<file path="config.mk">
export PLATFORM = sky130hd
export DESIGN_NAME = bus_arbiter_2m_flat
export DESIGN_NICKNAME = d
export VERILOG_FILES = /design/src/rtl/bus_arbiter_2m_if.sv /design/src/rtl/bus_arbiter_2m.sv /design/src/flat_wrapper.sv
export SDC_FILE = /design/constraint.sdc
export NUM_CORES = 1
export LEC_CHECK = 0
export CORE_AREA = 2 2 43 45
export CTS_CLUSTER_SIZE = 10
export DETAILED_ROUTE_END_ITERATION = 12
export DIE_AREA = 0 0 45 47
export PLACE_DENSITY_LB_ADDON = 0.2
export SYNTH_ARGS = -nofsm -noshare
export SYNTH_HDL_FRONTEND = slang
export SYNTH_SLANG_ARGS = --single-unit
export TNS_END_PERCENT = 10
</file>
<file path="constraint.sdc">
create_clock -name HCLK -period 1.5 [get_ports HCLK]
set_clock_uncertainty 0.1 [all_clocks]
set_input_delay 0.3 -clock HCLK [delete_from_list [all_inputs] [get_ports HCLK]]
set_output_delay 0.3 -clock HCLK [all_outputs]
set_load 0.005 [all_outputs]
</file>
<file path="src/rtl/bus_arbiter_2m_if.sv">
// ---------------------------------------------------------------------------
// bus_arbiter_2m_if
// Groups the request, grant and handshake signals between the two bus
// masters (or the testbench standing in for them), the selected slave's
// HREADY, and the round-robin arbiter.
//
// Parameters:
//   BLEN_W      width of the burst-length fields
//
// Signals:
//   HBUSREQ_M1/M2   master bus requests
//   HBLEN_M1/M2     requested burst lengths (0 encodes 2^BLEN_W beats)
//   HREADY          selected slave ready; a beat completes when high
//   HGRANT_M1/M2    bus ownership grants
//   HMASTER         master-select code: 00 none, 01 M1, 10 M2
//   HLAST           one-cycle pulse after the final beat of a grant
//   ARB_ERR         one-cycle pulse on a timeout release
//
// Modports:
//   master  requester side: drives requests, lengths and HREADY
//   slave   arbiter side: samples requests, drives grants and status
// ---------------------------------------------------------------------------
interface bus_arbiter_2m_if #(
    parameter int BLEN_W = 4
);
    logic              HBUSREQ_M1;
    logic              HBUSREQ_M2;
    logic [BLEN_W-1:0] HBLEN_M1;
    logic [BLEN_W-1:0] HBLEN_M2;
    logic              HREADY;
    logic              HGRANT_M1;
    logic              HGRANT_M2;
    logic [1:0]        HMASTER;
    logic              HLAST;
    logic              ARB_ERR;

    modport master (
        output HBUSREQ_M1, HBUSREQ_M2, HBLEN_M1, HBLEN_M2, HREADY,
        input  HGRANT_M1, HGRANT_M2, HMASTER, HLAST, ARB_ERR
    );

    modport slave (
        input  HBUSREQ_M1, HBUSREQ_M2, HBLEN_M1, HBLEN_M2, HREADY,
        output HGRANT_M1, HGRANT_M2, HMASTER, HLAST, ARB_ERR
    );
endinterface

</file>
<file path="src/rtl/bus_arbiter_2m.sv">
// ---------------------------------------------------------------------------
// bus_arbiter_2m
// Two-master round-robin arbiter for the shared system bus. A master is
// granted for the number of beats it requested; beats are counted on edges
// where HREADY is high. The bus is released at burst end, when the owner
// drops its request, or (optionally) after too many HREADY-low cycles.
// Arbitration re-runs on the releasing edge, so ownership can hand over
// back-to-back with no idle cycle.
//
// Parameters:
//   BLEN_W       burst-length width; length 0 encodes 2^BLEN_W beats
//   TIMEOUT_CYC  consecutive HREADY-low busy cycles before forced release
//   TO_W         timeout counter width, 2^TO_W must exceed TIMEOUT_CYC
//
// Ports:
//   HCLK      bus clock, rising edge
//   HRESETn   asynchronous active-low reset
//   bus       bus_arbiter_2m_if.slave (requests, lengths, HREADY in;
//             grants, HMASTER, HLAST, ARB_ERR out)
//
// Build option:
//   ARB_TIMEOUT_EN  when defined, adds the HREADY-low timeout counter and
//                   drives ARB_ERR; when undefined ARB_ERR is tied low and a
//                   grant is held until burst end or request drop.
// ---------------------------------------------------------------------------
module bus_arbiter_2m #(
    parameter int BLEN_W      = 4,
    parameter int TIMEOUT_CYC = 16,
    parameter int TO_W        = 5
) (
    input  logic               HCLK,
    input  logic               HRESETn,
    bus_arbiter_2m_if.slave    bus
);

    // State encoding doubles as the HMASTER code, so grants and HMASTER come
    // straight from the state register and can never disagree.
    typedef enum logic [1:0] {
        IDLE   = 2'b00,
        OWN_M1 = 2'b01,
        OWN_M2 = 2'b10
    } state_t;

    localparam logic [BLEN_W:0] FULL_BURST = {1'b1, {BLEN_W{1'b0}}};
    localparam logic [BLEN_W:0] ONE_BEAT   = {{BLEN_W{1'b0}}, 1'b1};

    // Catch an undersized timeout counter at elaboration.
    if ((2 ** TO_W) <= TIMEOUT_CYC) begin : g_badTimeoutWidth
        $error("bus_arbiter_2m: TO_W too small for TIMEOUT_CYC");
    end

    state_t          r_state;
    state_t          w_nextState;
    logic [BLEN_W:0] r_beatsLeft;
    logic [BLEN_W:0] w_beatsNext;
    logic            r_lastOwnerM2;
    logic            w_lastOwnerNext;
    logic            r_hlast;
    logic            w_busy;
    logic            w_ownerReq;
    logic            w_finalBeat;
    logic            w_timeout;
    logic            w_release;
    logic            w_arbitrate;

    function automatic logic [BLEN_W:0] burstLen(input logic [BLEN_W-1:0] len);
        return (len == '0) ? FULL_BURST : {1'b0, len};
    endfunction

    // Release conditions for the current owner. A final beat counts as burst
    // completion (HLAST) even if the request falls on that same edge.
    always_comb begin
        w_busy      = (r_state != IDLE);
        w_ownerReq  = 1'b0;
        if (r_state == OWN_M1) begin
            w_ownerReq = bus.HBUSREQ_M1;
        end else if (r_state == OWN_M2) begin
            w_ownerReq = bus.HBUSREQ_M2;
        end
        w_finalBeat = w_busy && bus.HREADY && (r_beatsLeft == ONE_BEAT);
        w_release   = w_busy && (w_finalBeat || !w_ownerReq || w_timeout);
        w_arbitrate = !w_busy || w_release;
    end

    // Next-state: arbitrate when idle or releasing; otherwise count beats.
    // On a tie the master that did not own the bus last wins.
    always_comb begin
        w_nextState     = r_state;
        w_beatsNext     = r_beatsLeft;
        w_lastOwnerNext = r_lastOwnerM2;
        if (w_arbitrate) begin
            if (bus.HBUSREQ_M1 && (!bus.HBUSREQ_M2 || r_lastOwnerM2)) begin
                w_nextState     = OWN_M1;
                w_beatsNext     = burstLen(bus.HBLEN_M1);
                w_lastOwnerNext = 1'b0;
            end else if (bus.HBUSREQ_M2) begin
                w_nextState     = OWN_M2;
                w_beatsNext     = burstLen(bus.HBLEN_M2);
                w_lastOwnerNext = 1'b1;
            end else begin
                w_nextState     = IDLE;
            end
        end else if (bus.HREADY) begin
            w_beatsNext = r_beatsLeft - ONE_BEAT;
        end
    end

    // State and counter registers; last owner resets to M2 so M1 wins the
    // first tie.
    always_ff @(posedge HCLK or negedge HRESETn) begin
        if (!HRESETn) begin
            r_state       <= IDLE;
            r_beatsLeft   <= '0;
            r_lastOwnerM2 <= 1'b1;
            r_hlast       <= 1'b0;
        end else begin
            r_state       <= w_nextState;
            r_beatsLeft   <= w_beatsNext;
            r_lastOwnerM2 <= w_lastOwnerNext;
            r_hlast       <= w_finalBeat;
        end
    end

`ifdef ARB_TIMEOUT_EN
    localparam logic [TO_W-1:0] TO_LAST = TO_W'(TIMEOUT_CYC - 1);
    localparam logic [TO_W-1:0] TO_ONE  = TO_W'(1);

    logic [TO_W-1:0] r_toCnt;
    logic            r_arbErr;

    // Fires on the edge that would make the count of consecutive busy
    // HREADY-low cycles reach TIMEOUT_CYC.
    assign w_timeout = w_busy && !bus.HREADY && (r_toCnt == TO_LAST);

    // The count restarts on any accepted beat and on every (re)grant.
    always_ff @(posedge HCLK or negedge HRESETn) begin
        if (!HRESETn) begin
            r_toCnt  <= '0;
            r_arbErr <= 1'b0;
        end else begin
            if (w_arbitrate || bus.HREADY) begin
                r_toCnt <= '0;
            end else begin
                r_toCnt <= r_toCnt + TO_ONE;
            end
            r_arbErr <= w_timeout;
        end
    end

    assign bus.ARB_ERR = r_arbErr;
`else
    assign w_timeout   = 1'b0;
    assign bus.ARB_ERR = 1'b0;
`endif

    assign bus.HGRANT_M1 = r_state[0];
    assign bus.HGRANT_M2 = r_state[1];
    assign bus.HMASTER   = r_state;
    assign bus.HLAST     = r_hlast;

endmodule

</file>
<file path="src/flat_wrapper.sv">
// flat-port wrapper written by rule: the top's interface ports become plain ports
module bus_arbiter_2m_flat 
#(
    parameter int BLEN_W      = 4,
    parameter int TIMEOUT_CYC = 16,
    parameter int TO_W        = 5
)
  (HCLK, HRESETn, bus_HBUSREQ_M1, bus_HBUSREQ_M2, bus_HBLEN_M1, bus_HBLEN_M2, bus_HREADY, bus_HGRANT_M1, bus_HGRANT_M2, bus_HMASTER, bus_HLAST, bus_ARB_ERR);
  bus_arbiter_2m_if #(.BLEN_W(BLEN_W)) bus_i ();
  input  logic HCLK;
  input  logic HRESETn;
  input wire logic [$bits(bus_i.HBUSREQ_M1)-1:0] bus_HBUSREQ_M1;
  input wire logic [$bits(bus_i.HBUSREQ_M2)-1:0] bus_HBUSREQ_M2;
  input wire logic [$bits(bus_i.HBLEN_M1)-1:0] bus_HBLEN_M1;
  input wire logic [$bits(bus_i.HBLEN_M2)-1:0] bus_HBLEN_M2;
  input wire logic [$bits(bus_i.HREADY)-1:0] bus_HREADY;
  output wire logic [$bits(bus_i.HGRANT_M1)-1:0] bus_HGRANT_M1;
  output wire logic [$bits(bus_i.HGRANT_M2)-1:0] bus_HGRANT_M2;
  output wire logic [$bits(bus_i.HMASTER)-1:0] bus_HMASTER;
  output wire logic [$bits(bus_i.HLAST)-1:0] bus_HLAST;
  output wire logic [$bits(bus_i.ARB_ERR)-1:0] bus_ARB_ERR;
  assign bus_i.HBUSREQ_M1 = bus_HBUSREQ_M1;
  assign bus_i.HBUSREQ_M2 = bus_HBUSREQ_M2;
  assign bus_i.HBLEN_M1 = bus_HBLEN_M1;
  assign bus_i.HBLEN_M2 = bus_HBLEN_M2;
  assign bus_i.HREADY = bus_HREADY;
  assign bus_HGRANT_M1 = bus_i.HGRANT_M1;
  assign bus_HGRANT_M2 = bus_i.HGRANT_M2;
  assign bus_HMASTER = bus_i.HMASTER;
  assign bus_HLAST = bus_i.HLAST;
  assign bus_ARB_ERR = bus_i.ARB_ERR;
  bus_arbiter_2m #(.BLEN_W(BLEN_W), .TIMEOUT_CYC(TIMEOUT_CYC), .TO_W(TO_W)) u_core (.HCLK(HCLK), .HRESETn(HRESETn), .bus(bus_i));
endmodule
</file>
# == After elaboration in Yosys (flattened, before gate mapping) ==
# Cells that the tools add are included.
# op_classes
addsub,1
eq_ne,4
mux,12
reduce_logical,17
# ops
operator,count
two-way mux 5 bit,6
zero test 4 bit,2
nonzero test 2 bit,3
"== test 5 x 1 -> 1 bit, second input constant",1
"subtractor 5 x 1 -> 5 bit, second input constant",1
logical AND 1 bit,4
two-way mux 1 bit,4
two-way mux 2 bit,2
AND reduction 2 bit,2
zero test 1 bit,3
logical OR 1 bit,3
"!= test 3 bit, second input constant",1
"== test 2 x 1 -> 1 bit, second input constant",1
"== test 2 bit, second input constant",1
# word_totals
reg_bits,9
inputBits,13
out_inout_bits,6
wordCells,38

# == Longest topological paths before layout ==
# depth
depth_word,9
ltp_mapped,6
depth_no_buf,6

# == Least setup slack after synthesis ==
# No wires, ideal clock.
# synth_timing
path_kind,flip-flop to flip-flop
from,register u_core.r_beatsLeft[1]
to,register u_core.r_beatsLeft[1]
setup_ps,111
arrival_ps,1423
required_ps,1289
slack_ps,-134
path_stages_with_launch,7
path_buffers,0
period_less_slack_ps,1634
cell_sequence,dfrtp_1 > inv_1 > ha_1 > nor4b_4 > a2bb2oi_2 > and2_0 > a222oi_1
# synth_via
elab_chain_len,7
word_cells_on_any_way,11
classes_between,1 x add/sub; 2 x eq/ne; 2 x mux; 6 x reduce/logical
# synth_lines
item,line,text
start: declaration,bus_arbiter_2m.sv:54,logic [BLEN_W:0] r_beatsLeft;
start signal: assignment,bus_arbiter_2m.sv:118,r_beatsLeft <= w_beatsNext;
== test 5 x 1 -> 1 bit,bus_arbiter_2m.sv:80,w_finalBeat = w_busy && bus.HREADY && (r_beatsLeft == ONE_BEAT);
logical AND 1 bit,bus_arbiter_2m.sv:80,
logical OR 1 bit,bus_arbiter_2m.sv:81,w_release = w_busy && (w_finalBeat || !w_ownerReq || w_timeout);
logical AND 1 bit,bus_arbiter_2m.sv:81,
logical OR 1 bit,bus_arbiter_2m.sv:82,w_arbitrate = !w_busy || w_release;
!= test 3 bit (no line) / nonzero test 2 bit (equally long branches),--,
AND reduction 2 bit (no line),--,
# Parallel ways exist; a longest one is shown, timed or not. The select of a mux whose other input is x is not followed.
# A chain may end at the register's enable or synchronous reset.

# == Worst setup path after layout ==
# Ends and elaborated chain as after synthesis.

==> metrics.cfg <==
[status]
status=complete, but fails checks
violations=negative setup slack

[yosys]
syn_nets=80
netlist_instances=65
synth.distinct_cells=32
synthesis.area_um2=629
synthFlopType=dfrtp_1
synth-seq-cells=9
syn_area_per_cell_um2=9.68
synth-seq-area-share=0.360
synth_edf_count=0
async_reset_ff_frac=1.00
yosys_warnings=0

[die]
rows=15
core_area_um2=1650
die_h_um=47
start_util=0.381
chipWidth_um=45
die-area_um2=2120
io_pins=19

[routing]
via_per_inst=5.50
drt-initial-drc-count=28
drc_errors=0
totalWireLength_um=1740
wl_per_cell_um=14.4
drtAntennaViolNets=0
vias=665
first_pass_iters=5

[clocking]
clock-sinks=9
cts_htree_levels=1
cts_tree=done
clk_pin_slew_ns=0.07
numCtsBuffers=3
clk_latency_ns=0.27
cts_root_buf=clkbuf_4
cts_buffer_depth=2

[sta]
finalSetupViolCount=7
hold_violations=0
post-route-min-period_ns=1.68
fmaxAchievable_mhz=597
timing.hold.ws_ns=0.235
grt_setup_unrepaired=yes
finalCritPeriodShare=1.12
setup_tns_ns=-0.748
setup_slack_ns=-0.176
finalMaxSlewViolations=0

[hold_path]
min_path_type=in -> async

[layout]
stdcell_area_um2=1040
diodes=0
synthToLayoutAreaGrowth_pct=64.6
layout.nets=120
final_common_cell=buf_4
drive_above_1_share=0.327
final_cell_mix=buf_4, clkdlybuf4s50_1, dfrtp_1

[place]
portBuffers=17
place.gp.congestion=0.740
dp_hpwl_um=1330
dpl_cell_area_um2=957
pre_cts_slack_ns=-0.429

[grt]
gr-total-overflow=0
grtUsageTotal=0.185
grt_pass1_wl_um=2750
grt_max_degree=10
antenna_found_initial=0
grt_pass1_vias=651

[pwr]
p_sw_uw=514
seqPwrFrac=0.300
ir_drop_mv=0.794
swShare=0.361
intPower_uw=909
p_leak_nw=0.519
power.share.clock=0.140
power_density_nw_per_um2=1370
combPwrFrac=0.560

[flow_run]
maxCapViolCount=0

[worst_setup_path]
cp.arrival_ns=1.73
startpoint_type=flop
crit_type=reg -> reg
required_ns=1.56
cp-end-kind=flop
cp_max_fo=7

critical path, cell delays in order (launching register included):
cell	delay [ns]
dfrtp_1	0.39
inv_2	0.08
ha_4	0.12
nor4b_4	0.18
buf_6	0.16
a2bb2oi_4	0.08
and2_0	0.16
a222oi_1	0.30
cell families (layout without fill, tap and decap cells):
kind of cell,count (synthesis),in the layout,share of synthesized area
and+or+nand+nor,23,23,0.237
other,1,1,0.00596
muxes,4,4,0.0636
DFF,9,9,0.360
AOI/OAI and AO/OA,17,17,0.223
buffers and inverters,9,48,0.0716
adders and majority gates,2,2,0.0398
final timing paths:
check	start	end	slack [ns]	cells past startpoint
worst max-delay path	u_core.r_beatsLeft[1]	u_core.r_beatsLeft[1]	-0.18	7
worst min-delay path	HRESETn	u_core.bus.HLAST	0.24	1
worst max register to register	u_core.r_beatsLeft[1]	u_core.r_beatsLeft[1]	-0.18	7
worst min register to register	u_core.r_lastOwnerM2	u_core.r_lastOwnerM2	0.40	2
max in group asynchronous	HRESETn	u_core.r_lastOwnerM2	0.73	1
min in group HCLK	u_core.r_lastOwnerM2	u_core.r_lastOwnerM2	0.40	2
area by class of cell:
| type | instances | area (um^2) |
|---|---|---|
| inverter | 5 | 18.8 |
| fill | 141 | 616 |
| timing repair buffer | 39 | 347 |
| clock buffer | 3 | 22.5 |
| sequential | 9 | 226 |
| multi-input combinational | 47 | 395 |
| tap | 17 | 21.3 |
| clock inverter | 1 | 5.00 |
synth_stat cells, types with 2 or more instances:
cell	instances	area (um^2)
nand2_1	4	15.0
nor2_1	2	7.51
mux2i_1	4	40.0
inv_1	5	18.8
a221oi_1	2	17.5
and3_1	2	12.5
o211a_1	2	20.0
nand3_1	4	20.0
ha_1	2	25.0
and3b_1	2	17.5
buf_4	3	22.5
o21ai_0	6	30.0
dfrtp_1	8	200
metrics by stage:
step / instances / total power, mW / utilization
floorplan: 65 / 0.780 / -
global placement: 115 / 1.16 / 0.580
detailed placement: 115 / 1.17 / 0.580
CTS: 121 / 1.40 / 0.611
global route: 121 / 1.52 / 0.627
finish: 121 / 1.42 / 0.627
metal layers:
| metal | wire length [um] | track usage | part of all wire | up-vias |
|---|---|---|---|---|
| met3 | 108 | 0.0385 | 0.062 | 7 |
| met4 | 37 | 0.0706 | 0.021 | 0 |
| met2 | 866 | 0.340 | 0.50 | 34 |
| met1 | 726 | 0.209 | 0.42 | 300 |
| li1 | - | - | - | 324 |
| met5 | 0 | 0 | 0 | - |
power groups by stage:
| stage | combinational (mW) | clock, mW | sequential [mW] |
|---|---|---|---|
| global route | 0.859 | 0.225 | 0.439 |
| floorplan | 0.335 | 0 | 0.445 |
| CTS | 0.763 | 0.206 | 0.427 |
| detailed placement | 0.736 | 0 | 0.436 |
| finish | 0.797 | 0.199 | 0.427 |
| global placement | 0.723 | 0 | 0.433 |
sequential cells by signal, summed over array words and instances (netlist names):
signal / cells
u_core.r_lastOwnerM2: 1
u_core.bus.HLAST: 1
u_core.bus.HMASTER: 2
u_core.r_beatsLeft: 5
what timing repair did:
action	in CTS	in global routing
hold buffers	0	0
pin swaps	0	1
setup endpoints to repair	12	11
gates resized for setup	9	8
setup buffers	2	0
Note: power is estimated with default switching activity, not from simulation.
==> RTL change (same flow settings) <==
Build with the macro `ARB_TIMEOUT_EN` defined.
--- a/src/rtl/bus_arbiter_2m.sv
+++ b/src/rtl/bus_arbiter_2m.sv
@@ -25,2 +25,4 @@
 // ---------------------------------------------------------------------------
+`define ARB_TIMEOUT_EN
+
 module bus_arbiter_2m #(
Formal check against the unedited RTL: no difference found for any inputs over 10 cycles, from zero or initial values and one cycle with HRESETn low; that may be too few to reach the edited logic, so the function may still have changed.
==> RTL change against the original RTL <==
The flow still finishes with violations (setup timing). Count of clock-buffer cells in the layout stayed put. Clock power is 19% higher. Area after synthesis grew 44%. Worst hold slack got worse by 12 ps. Sequential cell count rose by 6. Sequential power grew 43%. Highest routed layer unchanged. First-iteration DRC count shrank 68%. Total power up 31%. Design area increased by 33%. Critical endpoint is now u_core.r_beatsLeft[4]. Routed wire length rose by 11%. Via count up 18%. Worst setup slack got worse by 270 ps.
==> RTL change: results (changes against the original RTL) <==
| Metric | Value |
|---|---|
| Share of cells above drive strength 1 | 38.1% (+5.4 points) |
| Hpwl dp | 1500 um (+13%) |
| R2r startpoint | u_core.r_toCnt[1] |
| GRT Total Usage | 20.4% (+1.9 points) |
| Failing checks | setup timing |
| IO Port Bufs | 18 (+1) |
| Crit-path max FO | 6 (-1) |
| Via count | 788 (+18%) |
| RR Endpoint | u_core.r_beatsLeft[4] |
| Top cells by area, synth | dfrtp_1 39%, mux2i_1 7.7%, ha_1 5.5%, nor2_1 3.7%, mux2_2 3.7% |
| Clk_lat worst skew | 280 ps |
| Final setup violating endpoints | 13 (+6) |
| Register-to-Register Path Depth | 8 (+1) |
| CTS H-tree depth | 1 (unchanged) |
| Antenna violations before repair | 0 (unchanged) |
| Synth cell count leaders | 14 x dfrtp_1, 9 x nor2_1, 8 x inv_1, 7 x mux2i_1, 6 x nand2_1 |
| Vias in the first global route | 781 (+20%) |
| First-pass GRT wire length | 3120 um (+13%) |
| Fin nets | 152 (+27%) |
| P_leak | 0.000654 uW (+26%) |
| Wire per inst | 12.7 um (-11%) |
| Arrival time worst endpoint | 2010 ps (+280 ps) |
| Worst-path clk slew | 100 ps (+30 ps) |
| Setup ws final | -443 ps (-267 ps) |
| GP Congestion | 0.784 (+5.9%) |
| Drt pass-1 iters | 4 (-1) |
| Status | finished, violations left |
| Iter 0 DRT Violations | 9 (-68%) |
| Synth unique cells | 34 (+6.3%) |
| Syn nets | 104 (+30%) |
| Register area share after synthesis | 41.6% (+5.6 points) |
| Largest net degree at the start of global routing | 16 (+6) |
RTL change: cell count changes in the layout (fill, tap and decap cells not counted), sizes merged, moves of 3 or more:
cell	unedited run	this run
dfrtp	8	14
mux2	0	3
buf	22	28
nor2	2	10
mux2i	4	7
inv	5	9
RTL change: power by group:
part	switching (uW)	internal, uW
logic	420	594
clock network	137	98.9
registers	87.6	522
total	644	1210
RTL change: critical path, cell delays in order (launching register included):
cell       delay [ps]
dfrtp_1           390
ha_2              200
and3_4            150
ha_4              150
nor2b_4           130
nor3_4            220
buf_6             160
mux2i_1           220
a2bb2oi_1         100
RTL change: logic make-up (layout without fill, tap and decap cells):
group	after synthesis	in the layout	synth area share [%]
and+or+nand+nor	30	30	20.6
buffers and inverters	12	59	6.64
DFF	15	15	41.6
AOI/OAI and AO/OA	14	14	12.2
xor gates and xnor gates	2	2	1.94
adders and majority gates	4	4	5.53
muxes	10	10	11.5
RTL change: layer usage:
metal  wire length (um)  share of wire, %  global-route usage, %  vias up
met1                863                45                   23.8      371
li1                   -                 -                      -      395
met4                 12              0.62                   5.29        0
met5                  0                 0                      0        -
met3                 65               3.4                   3.46        2
met2                979                51                   38.6       20
RTL change: stage by stage:
step	cell area (um2)	hold WS, ps	cells	TNS [ps]	setup slack [ps]
6_report	1380	223	151	-3360	-443
3_3_place_gp	1310	385	144	-4400	-509
2_1_floorplan	947	-95.6	87	-2040	-320
5_1_grt	1380	251	151	-4320	-501
3_5_place_dp	1310	387	144	-4800	-544
4_1_cts	1340	227	148	-3260	-436
RTL change: layout make-up:
cell class              instances  area [um2]
repair buffers                 46         407
flip-flops and latches         15         377
multi-input cells              60         510
inverters                       9        33.8
clock inverters                 1        5.00
fillers                       102         275
well taps                      17        21.3
clock buffers                   3        22.5
RTL change: what timing repair did:
action,CTS,global route
pin swaps,2,2
hold buffers,0,0
buffers inserted,0,3
resized for setup,10,6
setup endpoints to repair,19,15
RTL change: how the worst max path moves through the flow:
stage | startpoint | slack, ps | endpoint
6_report | u_core.r_toCnt[1] | -440 | u_core.r_beatsLeft[4]
5_1_grt | u_core.r_toCnt[1] | -500 | u_core.r_beatsLeft[1]
4_1_cts | u_core.r_toCnt[1] | -440 | u_core.r_beatsLeft[3]
3_5_place_dp | bus_HBUSREQ_M2 | -540 | u_core.r_beatsLeft[4]
3_3_place_gp | bus_HBUSREQ_M2 | -510 | u_core.r_beatsLeft[0]
2_1_floorplan | u_core.r_toCnt[0] | -320 | u_core.r_beatsLeft[3]
